### src/rtl/bus_interval_timer_pkg.sv
// Shared constants for the memory-mapped interval timer: register offsets,
// CONTROL/STATUS bit positions, FSM encoding and the decoded bus command.
package bus_interval_timer_pkg;

  localparam logic [3:0] BASE_DEFAULT = 4'h3;

  localparam logic [2:0] OFF_STATUS  = 3'd0;
  localparam logic [2:0] OFF_CONTROL = 3'd1;
  localparam logic [2:0] OFF_PERL    = 3'd2;
  localparam logic [2:0] OFF_PERH    = 3'd3;
  localparam logic [2:0] OFF_SNAPL   = 3'd4;
  localparam logic [2:0] OFF_SNAPH   = 3'd5;

  localparam int CTL_ITO   = 0;
  localparam int CTL_CONT  = 1;
  localparam int CTL_START = 2;
  localparam int CTL_STOP  = 3;

  localparam int STS_TO  = 0;
  localparam int STS_RUN = 1;

  localparam logic ST_STOPPED = 1'b0;
  localparam logic ST_RUNNING = 1'b1;

  // Side effects of one decoded bus write, resolved for the current edge.
  typedef struct packed {
    logic start;
    logic stop;
    logic to_clr;
    logic snap;
  } tmr_cmd_t;

endpackage

### src/rtl/bus_interval_timer_count.sv
// 32-bit down counter: load L has priority over decrement enable E; Z flags zero.
module tmr_count
  import bus_interval_timer_pkg::*;
#(
  parameter logic [31:0] RST_VAL = 32'd0
) (
  input  logic        Clock,
  input  logic        Resetn,
  input  logic        L,
  input  logic        E,
  input  logic [31:0] D,
  output logic [31:0] C,
  output logic        Z
);

  always_ff @(posedge Clock or negedge Resetn) begin
    if (!Resetn) begin
      C <= RST_VAL;
    end else if (L) begin
      C <= D;
    end else if (E) begin
      C <= C - 32'd1;
    end
  end

  assign Z = (C == 32'd0);

endmodule

### src/rtl/bus_interval_timer.sv
// Interval timer slave on the processor ADDR/DOUT/W bus. Read data is registered
// so it lines up with the synchronous memory's one-cycle read latency.
module bus_interval_timer
  import bus_interval_timer_pkg::*;
#(
  parameter logic [3:0]  BASE    = BASE_DEFAULT,
  parameter logic [31:0] RST_PER = 32'd0
) (
  input  logic        Clock,
  input  logic        Resetn,
  input  logic [15:0] ADDR,
  input  logic [15:0] DOUT,
  input  logic        W,
  output logic [15:0] Q,
  output logic        Q_sel,
  output logic        IRQ
);

  logic        sel;
  logic        wr;
  logic [2:0]  off;
  logic        ctl_wr;
  logic        cont_eff;
  tmr_cmd_t    cmd;

  logic        state;
  logic        state_nx;
  logic        to;
  logic        to_set;
  logic        ito;
  logic        cont;
  logic [31:0] period;
  logic [31:0] snap;
  logic [31:0] count;
  logic        cnt_zero;
  logic        cnt_load;
  logic        cnt_en;
  logic [15:0] rd_data;
  logic        unused_addr;

  assign sel         = (ADDR[15:12] == BASE);
  assign off         = ADDR[2:0];
  assign wr          = sel & W;
  assign unused_addr = ^ADDR[11:3];

  assign ctl_wr     = wr && (off == OFF_CONTROL);
  assign cmd.stop   = ctl_wr & DOUT[CTL_STOP];
  assign cmd.start  = ctl_wr & DOUT[CTL_START] & ~DOUT[CTL_STOP];
  assign cmd.to_clr = wr && (off == OFF_STATUS);
  assign cmd.snap   = wr && ((off == OFF_SNAPL) || (off == OFF_SNAPH));
  // A CONT value written on this edge already governs a timeout on this edge.
  assign cont_eff   = ctl_wr ? DOUT[CTL_CONT] : cont;

  tmr_count #(
    .RST_VAL(RST_PER)
  ) u_count (
    .Clock (Clock),
    .Resetn(Resetn),
    .L     (cnt_load),
    .E     (cnt_en),
    .D     (period),
    .C     (count),
    .Z     (cnt_zero)
  );

  always_comb begin
    state_nx = state;
    cnt_load = 1'b0;
    cnt_en   = 1'b0;
    to_set   = 1'b0;
    case (state)
      ST_STOPPED: begin
        if (cmd.start) begin
          cnt_load = 1'b1;
          state_nx = ST_RUNNING;
        end
      end
      ST_RUNNING: begin
        if (cmd.stop) begin
          state_nx = ST_STOPPED;
        end else if (cmd.start) begin
          cnt_load = 1'b1;
        end else if (cnt_zero) begin
          to_set   = 1'b1;
          cnt_load = 1'b1;
          if (!cont_eff) state_nx = ST_STOPPED;
        end else begin
          cnt_en = 1'b1;
        end
      end
      default: state_nx = ST_STOPPED;
    endcase
  end

  always_ff @(posedge Clock or negedge Resetn) begin
    if (!Resetn) begin
      state  <= ST_STOPPED;
      to     <= 1'b0;
      ito    <= 1'b0;
      cont   <= 1'b0;
      period <= RST_PER;
      snap   <= 32'd0;
    end else begin
      state <= state_nx;
      // Set beats a clear landing on the same edge.
      to    <= to_set | (to & ~cmd.to_clr);
      if (ctl_wr) begin
        ito  <= DOUT[CTL_ITO];
        cont <= DOUT[CTL_CONT];
      end
      if (wr && (off == OFF_PERL)) period[15:0]  <= DOUT;
      if (wr && (off == OFF_PERH)) period[31:16] <= DOUT;
      if (cmd.snap) snap <= count;
    end
  end

  always_comb begin
    rd_data = 16'h0000;
    case (off)
      OFF_STATUS: begin
        rd_data[STS_TO]  = to;
        rd_data[STS_RUN] = (state == ST_RUNNING);
      end
      OFF_CONTROL: begin
        rd_data[CTL_ITO]  = ito;
        rd_data[CTL_CONT] = cont;
      end
      OFF_PERL:  rd_data = period[15:0];
      OFF_PERH:  rd_data = period[31:16];
      OFF_SNAPL: rd_data = snap[15:0];
      OFF_SNAPH: rd_data = snap[31:16];
      default:   rd_data = 16'h0000;
    endcase
  end

  always_ff @(posedge Clock or negedge Resetn) begin
    if (!Resetn) begin
      Q     <= 16'h0000;
      Q_sel <= 1'b0;
    end else begin
      Q     <= sel ? rd_data : 16'h0000;
      Q_sel <= sel;
    end
  end

  assign IRQ = to & ito;

endmodule

### config.mk
export PLATFORM = sky130hd
export DESIGN_NAME = bus_interval_timer
export DESIGN_NICKNAME = d
export VERILOG_FILES = /design/src/rtl/bus_interval_timer_pkg.sv /design/src/rtl/bus_interval_timer_count.sv /design/src/rtl/bus_interval_timer.sv
export SDC_FILE = /design/constraint.sdc
export NUM_CORES = 1
export LEC_CHECK = 0
export CORE_MARGIN = 2
export CORE_UTILIZATION = 52
export DETAILED_ROUTE_END_ITERATION = 8
export DONT_BUFFER_PORTS = 1
export MAX_ROUTING_LAYER = met4
export PLACE_DENSITY = 0.78
export REMOVE_ABC_BUFFERS = 1
export SYNTH_ARGS = -nofsm -noshare
export SYNTH_HDL_FRONTEND = slang
export SYNTH_SLANG_ARGS = --single-unit
### constraint.sdc
create_clock -name Clock -period 5.1 [get_ports Clock]
set_clock_uncertainty 0.2 [all_clocks]
set_input_delay 1.275 -clock Clock [delete_from_list [all_inputs] [get_ports Clock]]
set_output_delay 1.275 -clock Clock [all_outputs]
set_load 0.02 [all_outputs]
== Yosys cells after proc, flatten, opt, wreduce, memory -nomap -nowiden ==
Cells that the tools add are included.

* Input bits: 35
* ROM bits: 0
* Register bits after elaboration: 117
* Latch bits: 0
* Output and inout bits: 18
* Memories: 0
* Bits in writable memories: 0

* Magnitude comparators: 0
* Div/mod/pow operators: 0
* Multipliers: 0
* Mux-type cells: 23
* Shift operators: 0
* Bitwise operators: 10
* Reduce and logical (&&, ||, !) cells: 9
* Eq/ne operators: 6
* $add $sub $neg: 1

{| class="wikitable"
|+ Operators with widths
! kind !! number
|-
| 2-to-1 mux 32 bit || 2
|-
| case mux 14 bit (4 select lines) || 1
|-
| zero test 32 bit || 1
|-
| subtractor 32 x 1 -> 32 bit (second input constant) || 1
|-
| 2-to-1 mux 1 bit || 16
|-
| 2-to-1 mux 16 bit || 1
|-
| case mux 2 bit (6 select lines) || 1
|-
| AND 1 bit || 6
|-
| equality test 3 x 2 -> 1 bit (second input constant) || 2
|-
| equality test 3 bit (second input constant) || 2
|-
| logical AND 1 bit || 5
|-
| equality test 4 x 2 -> 1 bit (second input constant) || 1
|-
| case mux 1 bit (2 select lines) || 2
|-
| equality test 3 x 1 -> 1 bit (second input constant) || 1
|-
| zero test 3 bit || 1
|-
| inverter 1 bit || 3
|-
| nonzero test 2 bit || 1
|-
| logical OR 1 bit || 1
|-
| bitwise OR 1 bit || 1
|}

== Logic depth before layout (Yosys ltp) ==
* Depth in word-level cells: 10
* Mapped depth: 9

== Hierarchy ==
From an unflattened synthesis, not the netlist that was laid out.

* Cell total of the unflattened synthesis: 475
* Area total of the unflattened synthesis: 5,639.2 µm²

{| class="wikitable"
|+ Modules (own cells, without submodules)
! module !! instances !! cells an instance !! area each (µm²)
|-
| bus_interval_timer || 1 || 271 || 3,776.1
|-
| tmr_count || 1 || 204 || 1,863.0
|}

== Worst setup path after synthesis ==
OpenSTA, ideal clock, no wires.

* Kind: input port to flip-flop
* From: input port ADDR[0]
* To: register u_count.C[22]
* Buffers on the path: 3
* Arrival: 3.070 ns
* Library setup time: 0.124 ns
* Stages: 7
* Setup slack: 1.706 ns
* Cells stage by stage: buf_2 nor4bb_1 and4_1 clkbuf_1 nor2_1 clkbuf_1 a211o_1

* Longest elaborated chain between the ends: 8
* Elaborated cells on any way between the ends: 14
* Classes of those cells: eq/ne (1); mux (8); bitwise (3); reduce/logical (2)

{| class="wikitable"
|+ Ends and longest elaborated chain
! element !! RTL line !! source
|-
| start: declaration || bus_interval_timer.sv:11 || <nowiki>input logic [15:0] ADDR,</nowiki>
|-
| equality test 3 x 1 -> 1 bit * || bus_interval_timer.sv:46 || <nowiki>assign ctl_wr = wr && (off == OFF_CONTROL);</nowiki>
|-
| logical AND 1 bit * || bus_interval_timer.sv:46 ||
|-
| AND 1 bit (2 in series) || bus_interval_timer.sv:48 || <nowiki>assign cmd.start = ctl_wr & DOUT[CTL_START] & ~DOUT[CTL_STOP];</nowiki>
|-
| 2-to-1 mux 1 bit || bus_interval_timer.sv:81 || <nowiki>end else if (cmd.start) begin</nowiki>
|-
| 2-to-1 mux 1 bit || bus_interval_timer.sv:79 || <nowiki>if (cmd.stop) begin</nowiki>
|-
| case mux 1 bit (2 select lines) or 2-to-1 mux 1 bit (tied branches) || bus_interval_timer.sv:71 || <nowiki>case (state)</nowiki>
|-
| 2-to-1 mux 32 bit or nonzero test 2 bit (tied branches) || -- ||
|-
| end signal: assignment || bus_interval_timer_count.sv:22 || <nowiki>C <= C - 32'd1;</nowiki>
|-
| end: declaration || bus_interval_timer_count.sv:12 || <nowiki>output logic [31:0] C,</nowiki>
|}

Mark *: on every way between the ends. The rest lies on a longest branch, timed or not.
A chain may end at the register's enable or synchronous reset.

== Worst setup path in the final report ==
* From: register u_count.C[0]
* To: register u_count.C[6]

* Longest elaborated chain between the ends: 6
* Elaborated cells on any way between the ends: 13
* Classes of those cells: add/sub (1); mux (10); reduce/logical (2)

{| class="wikitable"
|+ Ends and longest elaborated chain
! element
|-
| branches (longest 6 deep; another with subtractor 32 x 1 -> 32 bit)
|}

Several ways; the timed one is not identified. The select of a mux whose other input is x is not followed.

==> summary.md <==
| Metric | Value |
|---|---|
| Post-layout worst setup margin | `1.62 ns` |
| Ratio of total power to cell area | `399 nW/um2` |
| Layout cell share with drive strength beyond 1 | `0.215` |
| I/O pin cnt | `53` |
| Cell taking the most area after synthesis | `sky130_fd_sc_hd__dfrtp_1` |
| Avg Synthesized Cell Area | `11.1 um2` |
| Area grow syn2layout | `13.4%` |
| Launching point of the worst reg2reg path | `u_count.C[0]` |
| Crit path time final | `3.48 ns` |
| Root buf cell | `sky130_fd_sc_hd__clkbuf_16` |
| Cell leakage power | `2.99 nW` |
| Layout filler cell count | `904` |
| Cell Area, Synth | `5880 um2` |
| Setup TNS | `0 ns` |
| Total design power | `2.66 mW` |
| Capture point of the worst reg-to-reg path | `u_count.C[6]` |
| Core outline area | `10900 um2` |
| Worst slew margin relative to its limit | `0.275` |
| DR DRC count | `0` |
| Pin count of the biggest net entering global routing | `118` |
| FF+latch count, synth | `117` |
| Overall Global Routing Usage | `0.285` |
| Count of flip-flops with a built-in enable after synthesis | `0` |
| Global-route wire length before repair | `24.4 mm` |
| CTS tree | `built` |
| Net count, final | `563` |
| Latest clock arrival within the worst-skew pair | `0.43 ns` |
| Count of antenna diodes in the layout | `0` |
| RSZ-0062 raised after global routing | `no` |
| Commonest cells in the synthesized netlist | `sky130_fd_sc_hd__dfrtp_1, sky130_fd_sc_hd__mux2_2, sky130_fd_sc_hd__mux2i_1` |
| Max_cap viols | `0` |
| Post-CTS Setup Inserts | `0` |
| Final worst path period share | `0.682` |
| WHS | `0.280 ns` |
| Count leader, synth | `sky130_fd_sc_hd__dfrtp_1` |
| Dominant synthesized flop cell | `sky130_fd_sc_hd__dfrtp_1` |
| Sort of element at the end of the critical path | `flop` |
| Average detailed-routed wire length per instance | `22.6 um` |
| Worst setup slack for register-to-register paths | `1.62 ns` |
| Number of clock sinks seen by CTS | `117` |
| Count of cells resized by post-cts repair | `0` |
| Final antenna-violating net count | `0` |
| Max IR drop VDD | `214 uV` |
| HPWL after DPL | `9.98 mm` |
| DRC marker count from the first detailed-route iteration | `350` |
| Yosys top cell area share | `0.498` |
| Iteration count of the initial detailed-routing pass | `5` |
| Setup crit start | `u_count.C[0]` |
| Number of global-route vias before repair | `4546` |
| Overflow left after global routing | `0` |
| Cell count after synthesis | `530` |
| Ys Warns | `0` |
| Number of hold buffers added after cts | `0` |
| Count of pins over their slew limit | `0` |
| Fraction of the yosys area taken by sequential cells | `0.498` |
| Quantity of I/O buffers inserted on ports | `0` |
| Placer Congestion | `0.916` |
| Worst setup path class | `flop to flop` |
| Level count of the clock H-tree | `4` |
| Number of rows in the core area | `38` |
| Cell types occupying the most area after synthesis | `sky130_fd_sc_hd__dfrtp_1, sky130_fd_sc_hd__mux2_2, sky130_fd_sc_hd__mux2i_1` |
| Worst setup SP type | `flop` |
| Starting density of the core | `0.538` |
| Worst-path clk slew | `0.05 ns` |
| Width of the die | `110 um` |
| Slew at the pin closest to its max-slew limit | `1.08 ns` |
| Number of cells traversed by the worst register-to-register path | `8` |
| Die Area | `12200 um2` |
| Data arrival, critical path | `3.57 ns` |
| Cts bufs inserted | `17` |
| Routed vias | `4497` |
| Worst setup slack after placement | `1.37 ns` |
| Number of different library cells in the post-synthesis netlist | `56` |
| DR vias/cell | `6.61` |
| Top fanout value on the critical path | `13` |
| Last element of the critical path | `u_count.C[6]` |
| Initial antenna violation count | `0` |
| Max Root-Sink Buffers | `2` |
| Required time of the worst setup path | `5.19 ns` |
| Outcome | `finished clean` |
| Fraction of synthesis flops using an asynchronous set or reset pin | `1.00` |
| Wire length reported by the detailed router | `15.4 mm` |
| Final hold violations | `0` |
| Min-delay worst type | `flop to flop` |
| Peak clock frequency supported by timing | `0.288 GHz` |
| Vert. Die Dim | `110 um` |
| Final setup violation count | `0` |
cell usage in the layout, fill, tap and decap left out, drive strengths merged, types with 5 or more instances in the layout:
master | Yosys | routed
buf | 10 | 12
mux2i | 43 | 43
dfrtp | 117 | 117
inv | 15 | 15
nand3 | 17 | 17
bufinv | 0 | 6
a21oi | 15 | 15
o21ai | 24 | 24
nand2 | 32 | 32
o41ai | 6 | 6
or3 | 11 | 11
a2bb2oi | 10 | 10
or4 | 9 | 9
nor2 | 33 | 33
o22a | 16 | 16
nor3 | 11 | 11
clkbuf | 24 | 22
nor4 | 10 | 10
a31oi | 5 | 5
nand4 | 9 | 9
mux2 | 57 | 57
worst min-delay path by stage:
stage                   from       end  slack [ns]  cells after the start
finish              snap[20]  snap[20]        0.28                      2
global route        snap[20]  snap[20]        0.31                      2
CTS                 snap[20]  snap[20]        0.28                      2
detailed placement  snap[30]  snap[30]        0.27                      2
global placement    snap[15]  snap[15]        0.26                      2
floorplan            snap[1]   snap[1]        0.25                      2
layer usage:
| layer | vias to the layer above | track usage | wire length, um |
|---|---|---|---|
| met3 | 40 | 0.0582 | 902 |
| met1 | 2285 | 0.354 | 6530 |
| met2 | 174 | 0.451 | 7520 |
| met4 | 0 | 0.129 | 444 |
| met5 | - | - | 0 |
| li1 | 1998 | - | - |
worst max-delay path: stages, from the launching register on:
cell	delay, ns
sky130_fd_sc_hd__dfrtp_1	0.45
sky130_fd_sc_hd__inv_1	0.13
sky130_fd_sc_hd__ha_1	0.23
sky130_fd_sc_hd__nor4b_2	0.43
sky130_fd_sc_hd__nand4_2	0.47
sky130_fd_sc_hd__o41a_1	0.81
sky130_fd_sc_hd__buf_4	0.31
sky130_fd_sc_hd__a32oi_1	0.22
sky130_fd_sc_hd__o21ai_0	0.09
sequential cells by signal, indices dropped and copies added (netlist names):
name and count:
Q 16, Q_sel 1, cont 1, ito 1
period 32, snap 32, state 1, to 1
u_count.C 32
metrics by stage:
step	instances	utilization	cell area, um2
floorplan	496	-	5730
global placement	648	0.549	6000
detailed placement	648	0.549	6000
CTS	680	0.610	6670
global route	680	0.610	6670
finish	680	0.610	6670
area by class of cell:
class	count	area, um2	area share
clock inverter	10	200	0.0300
tap	140	175	0.0263
clock buffer	22	464	0.0696
multi-input combinational	364	2750	0.413
inverter	15	56.3	0.00844
timing repair buffer	12	90.1	0.0135
sequential	117	2930	0.439
report_power, final:
part	leakage, nW	total (mW)	switching, mW	internal [mW]
sequential	1.58	1.08	0.0816	0.997
combinational	1.08	0.231	0.125	0.106
clock	0.328	1.35	0.415	0.937
logic make-up (layout without fill, tap and decap cells):
family | Yosys count | count (layout) | share of synthesized area
buffers and inverters | 49 | 59 | 0.0349
multiplexers | 102 | 102 | 0.190
AO/OA/AOI/OAI | 110 | 110 | 0.138
flip-flops | 117 | 117 | 0.498
adder cells (fa/ha/maj) | 1 | 1 | 0.00213
AND/OR/NAND/NOR | 151 | 151 | 0.137
(Power assumes the default switching activity.)
